===== config.mk =====
export PLATFORM = sky130hd
export DESIGN_NAME = dr_reg_n
export DESIGN_NICKNAME = d
export VERILOG_FILES = /design/src/rtl/dr_pkg.sv /design/src/rtl/dr_addsub.sv /design/src/rtl/dr_reg_n.sv
export SDC_FILE = /design/constraint.sdc
export NUM_CORES = 1
export LEC_CHECK = 0
export CAP_MARGIN = 20
export CORE_MARGIN = 5
export CORE_UTILIZATION = 36
export DETAILED_ROUTE_END_ITERATION = 10
export PLACE_DENSITY = 0.69
export SLEW_MARGIN = 15
export SYNTH_ARGS = -nofsm -noshare
export SYNTH_HDL_FRONTEND = slang
export SYNTH_SLANG_ARGS = --single-unit

===== constraint.sdc =====
create_clock -name CLK -period 3.3 [get_ports CLK]
set_clock_uncertainty 0.05 [all_clocks]
set_input_delay 0.495 -clock CLK [delete_from_list [all_inputs] [get_ports CLK]]
set_output_delay 0.495 -clock CLK [all_outputs]
set_load 0.02 [all_outputs]

===== src/rtl/dr_pkg.sv =====
// Shared definitions for the DR data register.
//   dr_op_e   : the single operation executed in a cycle
//   dr_decode : priority decode of the control strobes into one dr_op_e
// RST is not decoded here; it is applied directly at the register so it
// overrides every operation.
package dr_pkg;

  typedef enum logic [2:0] {
    OP_HOLD = 3'd0,
    OP_CLR  = 3'd1,
    OP_LD   = 3'd2,
    OP_INC  = 3'd3,
    OP_DEC  = 3'd4,
    OP_SHL  = 3'd5,
    OP_SHR  = 3'd6
  } dr_op_e;

  // Priority: clear, load, (inc and dec together = hold), inc, dec,
  // shift left, shift right, hold.
  function automatic dr_op_e dr_decode(
    input logic clr,
    input logic ld,
    input logic inr,
    input logic dcr,
    input logic shl,
    input logic shr
  );
    dr_op_e op;
    op = OP_HOLD;
    if (clr) begin
      op = OP_CLR;
    end else if (ld) begin
      op = OP_LD;
    end else if (inr && dcr) begin
      op = OP_HOLD;
    end else if (inr) begin
      op = OP_INC;
    end else if (dcr) begin
      op = OP_DEC;
    end else if (shl) begin
      op = OP_SHL;
    end else if (shr) begin
      op = OP_SHR;
    end
    return op;
  endfunction

endpackage


===== src/rtl/dr_addsub.sv =====
// Increment / decrement unit for the DR data register.
// Ports:
//   din     : current register value
//   dec     : 1 = decrement, 0 = increment
//   dout    : value the register takes if this operation is selected
//   cy      : carry out (increment) or borrow (decrement)
//   ovf_evt : a wrap (SAT=0) or saturation (SAT=1) event happened
// The arithmetic is done at WIDTH+1 bits; bit WIDTH is the carry/borrow,
// which is also exactly the condition for a wrap or saturation.
module dr_addsub #(
  parameter int WIDTH = 16,
  parameter int SAT   = 0
) (
  input  logic [WIDTH-1:0] din,
  input  logic             dec,
  output logic [WIDTH-1:0] dout,
  output logic             cy,
  output logic             ovf_evt
);

  logic [WIDTH:0] res;
  logic [WIDTH:0] one;

  assign one = {{WIDTH{1'b0}}, 1'b1};

  always_comb begin
    if (dec) begin
      res = {1'b0, din} - one;
    end else begin
      res = {1'b0, din} + one;
    end
  end

  assign cy      = res[WIDTH];
  assign ovf_evt = res[WIDTH];

  generate
    if (SAT != 0) begin : g_sat
      // At the boundary the register keeps its value instead of wrapping.
      assign dout = res[WIDTH] ? din : res[WIDTH-1:0];
    end else begin : g_wrap
      assign dout = res[WIDTH-1:0];
    end
  endgenerate

endmodule


===== src/rtl/dr_reg_n.sv =====
// DR_REG_N: parameterised data register with clear, load, increment,
// decrement and serial shifts, plus zero, carry and sticky overflow flags.
// Ports:
//   CLK, RST            : clock, synchronous active-high reset
//   drCLR, drLD         : clear to RESET_VAL, parallel load of inDR
//   drINR, drDCR        : increment / decrement (both high = hold)
//   drSHL, drSHR, drSIN : shift left / right, serial fill bit
//   inDR                : parallel load data
//   DR                  : register contents
//   drZ                 : combinational DR == 0
//   drCY                : carry/borrow/shifted-out bit of the last operation
//   drOVF               : sticky wrap/saturation flag
module dr_reg_n
  import dr_pkg::*;
#(
  parameter int               WIDTH     = 16,
  parameter int               SAT       = 0,
  parameter logic [WIDTH-1:0] RESET_VAL = '0
) (
  input  logic             CLK,
  input  logic             RST,
  input  logic             drCLR,
  input  logic             drLD,
  input  logic             drINR,
  input  logic             drDCR,
  input  logic             drSHL,
  input  logic             drSHR,
  input  logic             drSIN,
  input  logic [WIDTH-1:0] inDR,
  output logic [WIDTH-1:0] DR,
  output logic             drZ,
  output logic             drCY,
  output logic             drOVF
);

  dr_op_e           op;
  logic [WIDTH-1:0] dr_reg, dr_next;
  logic             cy_reg, cy_next;
  logic             ovf_reg, ovf_next;

  logic [WIDTH-1:0] as_out;
  logic             as_cy;
  logic             as_ovf;

  always_comb op = dr_decode(drCLR, drLD, drINR, drDCR, drSHL, drSHR);

  dr_addsub #(
    .WIDTH (WIDTH),
    .SAT   (SAT)
  ) u_addsub (
    .din     (dr_reg),
    .dec     (op == OP_DEC),
    .dout    (as_out),
    .cy      (as_cy),
    .ovf_evt (as_ovf)
  );

  always_comb begin
    dr_next  = dr_reg;
    cy_next  = cy_reg;
    ovf_next = ovf_reg;
    case (op)
      OP_CLR: begin
        dr_next  = RESET_VAL;
        cy_next  = 1'b0;
        ovf_next = 1'b0;
      end
      OP_LD: begin
        dr_next = inDR;
        cy_next = 1'b0;
      end
      OP_INC, OP_DEC: begin
        dr_next  = as_out;
        cy_next  = as_cy;
        ovf_next = ovf_reg | as_ovf;
      end
      OP_SHL: begin
        dr_next = {dr_reg[WIDTH-2:0], drSIN};
        cy_next = dr_reg[WIDTH-1];
      end
      OP_SHR: begin
        dr_next = {drSIN, dr_reg[WIDTH-1:1]};
        cy_next = dr_reg[0];
      end
      default: begin
        dr_next  = dr_reg;
        cy_next  = cy_reg;
        ovf_next = ovf_reg;
      end
    endcase
  end

  always_ff @(posedge CLK) begin
    if (RST) begin
      dr_reg  <= RESET_VAL;
      cy_reg  <= 1'b0;
      ovf_reg <= 1'b0;
    end else begin
      dr_reg  <= dr_next;
      cy_reg  <= cy_next;
      ovf_reg <= ovf_next;
    end
  end

  assign DR    = dr_reg;
  assign drZ   = (dr_reg == '0);
  assign drCY  = cy_reg;
  assign drOVF = ovf_reg;

endmodule


After elaboration in Yosys (flattened, before gate mapping)
Index checks and enable logic that the tools add are counted.
Word-level totals
  register bits: 18
  latch bits: 0
  bits in writable memories: 0
  memory bits (read-only): 0
  input port bits: 25
  logic and storage cells: 30
  memories kept: 0
Cells by class
  add/sub/neg operators: 2
  $mul: 0
  divide/modulo/power cells: 0
  $lt $le $gt $ge: 0
  equal/unequal tests: 6
  shift-type cells: 0
  multiplexer cells: 11
  bitwise operators: 1
  reductions and logical operators: 7
Operator list (number)
  case mux 16 bit (5 select lines): 1
  2-to-1 mux 3 bit: 7
  adder 16 x 1 -> 17 bit (second input constant): 1
  2-to-1 mux 17 bit: 1
  subtractor 16 x 1 -> 17 bit (second input constant): 1
  zero test 16 bit: 1
  == test 3 bit (second input constant): 3
  == test 3 x 2 -> 1 bit (second input constant): 2
  nonzero test 5 bit: 1
  case mux 1 bit (4 select lines): 1
  nonzero test 4 bit: 1
  OR reduction 2 bit: 2
  == test 3 x 1 -> 1 bit (second input constant): 1
  case mux 1 bit (2 select lines): 1
  nonzero test 2 bit: 1
  logical AND 1 bit: 1
  OR 1 bit: 1

Longest topological paths before layout
Gate-level depths: netlist of the first run.
  word-level depth: 11
  depth in mapped cells: 13

By module
Synthesis of the first run repeated with hierarchy kept, for this count alone.
Second synthesis, totals
  cells, all modules: 201
  area, all modules: 1726.7 sq um
Modules (own cells, without submodules)
  dr_reg_n: times used 1, cells each 101, area each 977.2 sq um
  dr_addsub: times used 1, cells each 100, area each 749.5 sq um

Worst setup path after synthesis of the first run
OpenSTA, ideal clock, no wires.
  path type: input-to-reg
  start: in drCLR
  end: reg dr_reg[14], in the netlist DR[14]
  setup time: 134 ps
  arrival time: 2875 ps
  required time: 3116 ps
  slack: 242 ps
  stages on the path: 12
  buffers on the path: 1
  cells stage by stage: or2_1 > buf_4 > nor2_1 > nand2_1 > inv_1 > ha_1 > o21ai_0 > o211ai_2 > o2111a_1 > a2111oi_4 > xor2_1 > o22ai_1
On the way
  cells in the longest elaborated chain, start to end: 4
  elaborated cells on any way between the ends: 11
RTL lines
  start: declaration: RTL line dr_reg_n.sv:22  | input logic drCLR,
  2-to-1 mux 3 bit (*): RTL line dr_pkg.sv:30  | if (clr) begin
  == test 3 bit / == test 3 x 2 -> 1 bit (equally long branches): RTL line dr_reg_n.sv:52, dr_reg_n.sv:62
  2-to-1 mux 17 bit / OR reduction 2 bit (equally long branches): RTL line dr_addsub.sv:27, dr_reg_n.sv:62
  case mux 16 bit (5 select lines) / nonzero test 5 bit (equally long branches)
  end signal: assignment: RTL line dr_reg_n.sv:99  | dr_reg <= dr_next;
  end: declaration: RTL line dr_reg_n.sv:37  | logic [WIDTH-1:0] dr_reg, dr_next;
Mark *: on every way between the ends. The rest lies on a longest branch, timed or not.
A chain may end at the register's enable or synchronous reset.

Worst setup path after layout of the first run
Ends and elaborated chain as after synthesis.

==> flow_metrics.tcl, run 1 <==
set metrics [dict create \
    cts_buffer_depth 2 \
    critPathRequiredTime_ps 3380 \
    cts_sinks 18 \
    synth_area_sq_mm 0.001808 \
    clkPwrFrac_pct 27.9 \
    grt-ovfl-total 0 \
    totalWireLength_mm 6.039 \
    maxSlewHeadroom_pct 66.53 \
    ir_drop_mv 0.1544 \
    tightest_slew_ps 500.3 \
    reg2reg_depth 9 \
    grt_setup_unrepaired "no" \
    critPathKind "primary input to flop" \
    r2r_start "DR[0]" \
    wl_per_cell_um 17.21 \
    die_w_um 80.87 \
    cap_violations 0 \
    grt_pass1_vias 2003 \
    final_cells 351 \
    fillers 454 \
    antenna_left 0 \
    cp-endpoint "DR[14]" \
    power_uw 575.3 \
    power.share.switching_pct 30.84 \
    start_util_pct 37.78 \
    yosysSeqAreaShare_pct 19.93 \
    diodes 0 \
    dp_slack_ps -53.70 \
    area_delta_synth_final_pct 38.27 \
    cts_buffers 3 \
    nets 327 \
    async_flop_share_pct 0 \
    p_sw_uw 177.4 \
    reg2reg_setup_slack_ps 820 \
    hold_class "flop to flop" \
    synth-edff-count 0 \
    clk_latency_ps 260 \
    grt_pass1_wl_mm 10.05 \
    startpoint "drCLR" \
    clockRootBuffer "clkbuf_8" \
    status "completed" \
    max_freq_ghz 0.3188 \
    dr.pass1.iters 5 \
    post-dp-hpwl_mm 4.528 \
    postCtsSetupRepairBufs 0 \
    min_period_ps 3136 \
    io_pins 44 \
    rows 25 \
    die_h_um 80.87 \
    dp_cells 348 \
    combPwrFrac_pct 30.2 \
    fin_ws_ps 163.6 \
    final_max_slew_viol_count 0 \
    synth_cells 224 \
    p_int_uw 397.8 \
    cts_tree "built" \
    synth_seq_cells 18 \
    drtIter0Drc 278 \
    yosysWarnings 0 \
    synth_cell_type_count 49 \
    dieArea_sq_mm 0.006539 \
    period_share_pct 95.04 \
    core_sq_mm 0.004786 \
    portBuffers 43 \
    htreeDepth 1 \
    rr_endpoint "DR[10]" \
    route.detailed.drc 0 \
    path_clk_slew_ps 70 \
    antenna_found_initial 0 \
    place.gp.congestion 0.8835 \
    tns_ps 0 \
    powerDensity_mw_per_mm2 230.1 \
    worst_setup_path_end_kind "flop" \
    synth_nets 265 \
    hold_viol_final 0 \
    grt_max_degree 18 \
    grtUsageTotal_pct 19.27 \
    synth_ff_type "dfxtp_1" \
    critPathMaxFanout 8 \
    drive_above_1_share_pct 12.68 \
    pwr-share-seq_pct 41.9 \
    arrival_ps 3210 \
    syn_avg_cell_area_sq_um 8.071 \
    routed-via-count 2066 \
    setup_viol 0 \
    startpoint_type "primary input" \
    vias_per_cell 5.886 \
    p_leak_uw 0.0009898 \
]
==> flip-flops by register name (all words and copies together) (netlist names) <==
name,flops
drOVF,1
drCY,1
DR,16
==> layer usage <==
layer,track usage [%],wire [um],vias up
met3,2.217,372,6
met5,0,0,-
met4,6.250,71,0
met1,27.21,2943,979
met2,30.38,2652,75
li1,-,-,1006
==> worst min-delay path by stage <==
stage                     startpoint    end  slack (ps)  cells past startpoint
after CTS                      drOVF  drOVF         440                      2
after global placement         drOVF  drOVF         420                      2
after floorplan                drOVF  drOVF         500                      2
after global routing           drOVF  drOVF         490                      2
final                          drOVF  drOVF         440                      2
after detailed placement       drOVF  drOVF         430                      2
==> cells in the mapped netlist (3+ instances only) <==
cell type   n  area share, %
a21oi_1    12            3.3
a211oi_1    4            1.7
o21bai_1    3            1.2
nor2_1     15            3.1
inv_1       8            1.7
a222oi_1   14            7.8
nor4_1      5            1.7
ha_1       15             10
o21a_1      3            1.2
a22oi_1     5            2.1
dfxtp_1    18             20
nand2_1    15            3.1
clkbuf_1    6            1.2
a21boi_1    7            2.9
a21o_1      5            2.1
o22ai_1    10            3.5
xnor2_1     9            4.4
o21ai_0    11            3.0
nand3_1     4            1.1
a31oi_1     5            1.7
nand2b_1    8            2.8
nor3_1      3           0.83
a21boi_0    3            1.2
==> stage by stage <==
stage,hold WS [ps],area (sq um),util (%)
finish,437.6,2500,52.24
global route,494.1,2500,52.24
CTS,438.3,2500,52.24
detailed placement,426.8,2459,51.37
global placement,421.9,2459,51.37
floorplan,495.5,1808,-
==> what timing repair did <==
action / CTS / global route
hold buffers: 0 / 0
gates resized for setup: 0 / 1
endpoints found under the setup margin: 0 / 3
endpoints found under the hold margin: 0 / 0
==> cells in the final DEF (no fill, tap or decap), types with 2 or more instances in the layout <==
cell type | Yosys | final
a211oi_1 | 4 | 4
a21boi_0 | 3 | 3
a21boi_1 | 7 | 7
a21o_1 | 5 | 5
a21oi_1 | 12 | 12
a21oi_2 | 2 | 2
a222oi_1 | 14 | 14
a22oi_1 | 5 | 5
a31oi_1 | 5 | 5
a32oi_1 | 2 | 2
and3_1 | 2 | 2
buf_4 | 2 | 27
clkbuf_8 | 0 | 3
clkdlybuf4s50_1 | 0 | 43
dfxtp_1 | 18 | 18
ha_1 | 15 | 15
inv_1 | 8 | 8
nand2_1 | 15 | 15
nand2b_1 | 8 | 8
nand3_1 | 4 | 4
nand4_1 | 2 | 2
nor2_1 | 15 | 15
nor2b_1 | 2 | 2
nor3_1 | 3 | 3
nor4_1 | 5 | 5
o21a_1 | 3 | 3
o21ai_0 | 11 | 10
o21ai_1 | 2 | 3
o21bai_1 | 3 | 3
o22ai_1 | 10 | 10
xnor2_1 | 9 | 9
xor2_1 | 2 | 2
==> worst max-delay path, stage by stage <==
cell             delay (ps)
clkdlybuf4s50_1         410
or2_1                   250
nor2_1                  120
nand2_1                  90
inv_1                   230
buf_4                   190
ha_1                    250
a21oi_2                 180
o211ai_2                110
o2111a_1                280
a2111oi_4               350
xor2_1                  170
o22ai_1                  90
==> cell families (layout without fill, tap and decap cells) <==
| family | count (synthesis) | count (layout) | synth area share [%] |
|---|---|---|---|
| AOI/OAI and AO/OA | 97 | 97 | 40.07 |
| and+or+nand+nor | 60 | 60 | 17.30 |
| buffers and inverters | 21 | 81 | 5.329 |
| DFF | 18 | 18 | 19.93 |
| adders and majority gates | 16 | 16 | 11.49 |
| xor gates and xnor gates | 11 | 11 | 5.329 |
| muxes | 1 | 1 | 0.5537 |
==> power groups by stage <==
stage | Clock (uW) | Combinational [uW] | Sequential, uW
after floorplan | 0 | 79.0 | 250
after global placement | 0 | 171 | 246
after detailed placement | 0 | 171 | 246
after CTS | 161 | 172 | 241
after global routing | 173 | 189 | 243
final | 161 | 174 | 241
==> cell type report <==
class | count | area, sq um | area share, %
clock buffers | 3 | 41.29 | 1.652
inverters | 8 | 30.03 | 1.201
multi-input cells | 185 | 1351 | 54.05
flip-flops and latches | 18 | 360.3 | 14.41
well taps | 67 | 83.83 | 3.353
repair buffers | 70 | 633.1 | 25.33
Power figures use the tool's default switching activity.
==> run 2: changes to the inputs <==
CORE_MARGIN = unset   (was 5)
==> run 2 against run 1 <==
Effect of this change:
- clock power is 2% higher
- first-iteration DRC count rose by 1.1%
- critical path depth increased by 1
- non-clock buffer count grew 9
- largest power group unchanged
- core utilization increased by 1.4 points
==> flow_metrics.tcl, run 2 (same netlist as run 1, synthesis figures left out) <==
set metrics [dict create \
    rr_endpoint "drOVF" \
    die_h_um 72.87 \
    dp_slack_ps -61.84 \
    hp-start "drOVF" \
    drive_above_1_share_pct 15.70 \
    final_util_pct 53.65 \
    path_clk_slew_ps 70 \
    grt_pass1_wl_mm 9.756 \
    arrival_ps 3110 \
    grt_max_degree 21 \
    maxSlewHeadroom_pct 54.71 \
    place.gp.congestion 0.9023 \
    reg2reg_depth 9 \
    clk_latency_ps 270 \
    reg2reg_setup_slack_ps 900 \
    largest_register_ffs 16 \
    min_to "drOVF" \
    rows 25 \
    antenna_found_initial 0 \
    cap_violations 0 \
    tightest_slew_ps 679.4 \
    totalWireLength_mm 6.053 \
    htreeDepth 1 \
    hold_class "flop to flop" \
    startpoint_type "primary input" \
    p_leak_uw 0.001035 \
    clockRootBuffer "clkbuf_8" \
    max_freq_ghz 0.3295 \
    cts_buffer_depth 2 \
    min_path_cells 2 \
    dp_cells 357 \
    wl_per_cell_um 16.81 \
    final_max_slew_viol_count 0 \
    power_uw 585.6 \
    fin_ws_ps 264.9 \
    hold_buffers 0 \
    cts_resized 0 \
    core_sq_mm 0.004786 \
    area_delta_synth_final_pct 42.01 \
    status "completed" \
    die_w_um 72.87 \
    antenna_left 0 \
    portBuffers 43 \
    post-dp-hpwl_mm 4.639 \
    diodes 0 \
    cts_tree "built" \
    vias_per_cell 5.900 \
    postCtsSetupRepairBufs 0 \
    grt-ovfl-total 0 \
    final_cell_mix "clkdlybuf4s50_1, buf_4, dfxtp_1" \
    cts_sinks 18 \
    grt_pass1_vias 1982 \
    worst_setup_path_end_kind "flop" \
    min_period_ps 3035 \
    dieArea_sq_mm 0.005309 \
    route.detailed.drc 0 \
    cts_buffers 3 \
    hold_viol_final 0 \
    ir_drop_mv 0.1095 \
    critPathMaxFanout 7 \
    period_share_pct 91.97 \
    critPathRequiredTime_ps 3370 \
    powerDensity_mw_per_mm2 228.1 \
    start_util_pct 37.78 \
    critPathKind "primary input to flop" \
    grtUsageTotal_pct 23.68 \
    final_common_cell "clkdlybuf4s50_1" \
    nets 336 \
    drtIter0Drc 281 \
    grt_setup_unrepaired "no" \
    dr.pass1.iters 5 \
    r2r_start "DR[0]" \
    io_pins 44 \
    setup_viol 0 \
    final_cells 360 \
    routed-via-count 2124 \
]
==> run 2: how the worst max path moves through the flow <==
stage / start / to / slack [ps] / depth (start not counted)
final: drCLR / DR[14] / 260 / 14
after global routing: drCLR / DR[14] / 80 / 14
after CTS: drCLR / DR[14] / 190 / 14
after detailed placement: drCLR / DR[14] / -60 / 14
after global placement: drCLR / DR[14] / -60 / 14
after floorplan: drCLR / DR[14] / 240 / 12
==> run 2: metrics by stage <==
| step | TNS (ps) | instance area [sq um] | hold WS [ps] |
|---|---|---|---|
| after floorplan | 0 | 1808 | 495.5 |
| after global placement | -63.99 | 2526 | 414.3 |
| after detailed placement | -61.84 | 2526 | 414.1 |
| after CTS | 0 | 2567 | 424.5 |
| after global routing | 0 | 2567 | 476.2 |
| final | 0 | 2567 | 419.9 |
==> run 2: final cells by class <==
class / instances / area, sq um
clock buffers: 3 / 41.29
fillers: 469 / 2218
inverters: 8 / 30.03
multi-input cells: 185 / 1351
flip-flops and latches: 18 / 360.3
well taps: 67 / 83.83
repair buffers: 79 / 700.7
==> run 2: layer usage <==
metal / wire length, um / vias up / GRT usage [%]
li1: - / 1027 / -
met1: 2831 / 993 / 32.47
met2: 2751 / 97 / 39.04
met3: 369 / 7 / 1.934
met4: 100 / 0 / 8.061
met5: 0 / - / 0
==> run 2: power breakdown <==
part           total (uW)  switching [uW]  internal [uW]
clock                 165            83.1           81.5
combinational         181            84.4           96.2
sequential            240            15.1            225
==> run 2: worst max-delay path, cell delays in order <==
cell and delay [ps]:
clkdlybuf4s50_1 410, or2_1 250, nor2_1 110, nand2_1 100
inv_2 130, buf_4 130, ha_1 240, nand2b_1 130
a211oi_1 90, buf_4 150, o2111a_1 270, a2111oi_4 330
xor2_1 170, o22ai_1 100
==> run 3: changes to the inputs <==
CORE_MARGIN = 2   (was unset)
PLACE_DENSITY = unset   (was 0.69)
==> run 3 against run 2 <==
Effect of this change:
- maximum frequency decreased by 0.31%
- critical path depth decreased by 1
- global-route usage decreased by 1.4 points
- final area decreased by 2.0%
- first-iteration DRC count decreased by 39%
- sequential share of layout area increased by 0.29 points
- sequential cell count unchanged
- combinational power decreased by 3%
- clock power about the same
- largest cell class unchanged
==> flow_metrics.tcl, run 3 (same netlist as run 1, synthesis figures left out) <==
set metrics [dict create \
    grtUsageTotal_pct 22.29 \
    startpoint "drCLR" \
    cts_tree "built" \
    worst_setup_path_end_kind "flop" \
    critical_path.cell_chain "clkdlybuf4s50_1 > or2_1 > nor2_1 > nand2_1 > inv_2 > ha_1 > a211oi_1 > o21ai_0 > buf_4 > nand3_1 > nand3b_1 > xnor2_1 > o22ai_1" \
    powerDensity_mw_per_mm2 230.8 \
    postCtsSetupRepairBufs 0 \
    arrival_ps 3120 \
    largest_register_ffs 16 \
    power_uw 580.5 \
    io_pins 44 \
    dp_cells 350 \
    hold_viol_final 0 \
    die_h_um 74.87 \
    ir_drop_mv 0.1706 \
    period_share_pct 92.25 \
    drtIter0Drc 172 \
    vias_per_cell 5.864 \
    cts_resized 0 \
    critPathMaxFanout 8 \
    globalRouteMet1Util_pct 33.96 \
    final_cells 353 \
    hp-start "drOVF" \
    max_freq_ghz 0.3285 \
    design_area_sq_mm 0.002515 \
    final_max_slew_viol_count 0 \
    hold_ws_ps 430.1 \
    cp_slowest_cell "clkdlybuf4s50_1" \
    start_util_pct 37.78 \
    hold_class "flop to flop" \
    final_common_cell "clkdlybuf4s50_1" \
    route.detailed.drc 0 \
    antenna_found_initial 0 \
    pwr-share-seq_pct 41.5 \
    multi_input_area_sq_mm 0.001351 \
    portBuffers 43 \
    regArea_sq_um 360.3 \
    grt_pass1_vias 1861 \
    placed_area_sq_mm 0.002474 \
    antenna_left 0 \
    cts_sinks 18 \
    clkPwrFrac_pct 28.2 \
    htreeDepth 1 \
    grt-ovfl-total 0 \
    maxSlewHeadroom_pct 64.13 \
    dieArea_sq_mm 0.005605 \
    nets 329 \
    path_buf_inv 3 \
    p_sw_uw 181.6 \
    critPathKind "primary input to flop" \
    wl_per_cell_um 17.31 \
    cp_top_family "compound AO/OA/AOI/OAI gates" \
    r2r_start "DR[0]" \
    startpoint_type "primary input" \
    status "completed" \
    power.share.switching_pct 31.29 \
    min_period_ps 3044 \
    routed-via-count 2070 \
    combPwrFrac_pct 30.3 \
    fillers 472 \
    grt_max_degree 12 \
    top_usage_layer "met2" \
    final_cell_mix "clkdlybuf4s50_1, buf_4, dfxtp_1" \
    met3_usage_pct 0.9371 \
    tightest_slew_ps 538.1 \
    die_w_um 74.87 \
    totalWireLength_mm 6.109 \
    rows 25 \
    p_leak_uw 0.0009987 \
    cts_buffers 3 \
    post-dp-hpwl_mm 4.502 \
    p_int_uw 398.8 \
    clockRootBuffer "clkbuf_8" \
    area_delta_synth_final_pct 39.10 \
    place.gp.congestion 0.8513 \
    setup_viol 0 \
    path_clk_slew_ps 80 \
    critPathRequiredTime_ps 3370 \
    core_sq_mm 0.004786 \
    dr.pass1.iters 7 \
    grt_use_met2_pct 35.48 \
    clk_latency_ps 260 \
    hold_buffers 0 \
    tns_ps 0 \
    grt_pass1_wl_mm 9.770 \
    grt_setup_unrepaired "no" \
    max_stage_delay_ps 410 \
    diodes 0 \
    drive_above_1_share_pct 13.64 \
    cap_violations 0 \
    cts_buffer_depth 2 \
]
[run 3: layer usage]
layer	share of wire [%]	vias up
met1	48	973
met5	0	-
met3	6.8	4
met4	0.46	0
met2	45	86
li1	-	1007
[run 3: worst paths after layout]
path         endpoint  slack (ps)  depth (start not counted)
min             drOVF         430                          2
max reg2reg    DR[10]         840                          9
max            DR[13]         260                         13
min reg2reg     drOVF         430                          2
[run 3: worst min-delay path: stages (launching register included)]
cell	delay, ps
dfxtp_1	310
nand2b_1	60
o21ai_0	60
[run 3: stage by stage]
step	utilization [%]	setup slack (ps)
after floorplan	-	241.8
after global placement	51.69	-63.16
after detailed placement	51.69	-72.68
after CTS	52.55	177.7
after global routing	52.55	38.51
final	52.55	255.6
[run 3: power groups by stage]
stage | Clock, uW | Combinational [uW] | Sequential, uW
2_1_floorplan | 0 | 79.0 | 250
3_3_place_gp | 0 | 174 | 246
3_5_place_dp | 0 | 174 | 245
4_1_cts | 165 | 175 | 241
5_1_grt | 173 | 191 | 242
6_report | 164 | 176 | 241
[run 3: layout make-up]
class | count | area share (%)
inverter | 8 | 1.194
sequential | 18 | 14.33
timing repair buffer | 72 | 25.77
clock buffer | 3 | 1.642
multi-input combinational | 185 | 53.73
tap | 67 | 3.333
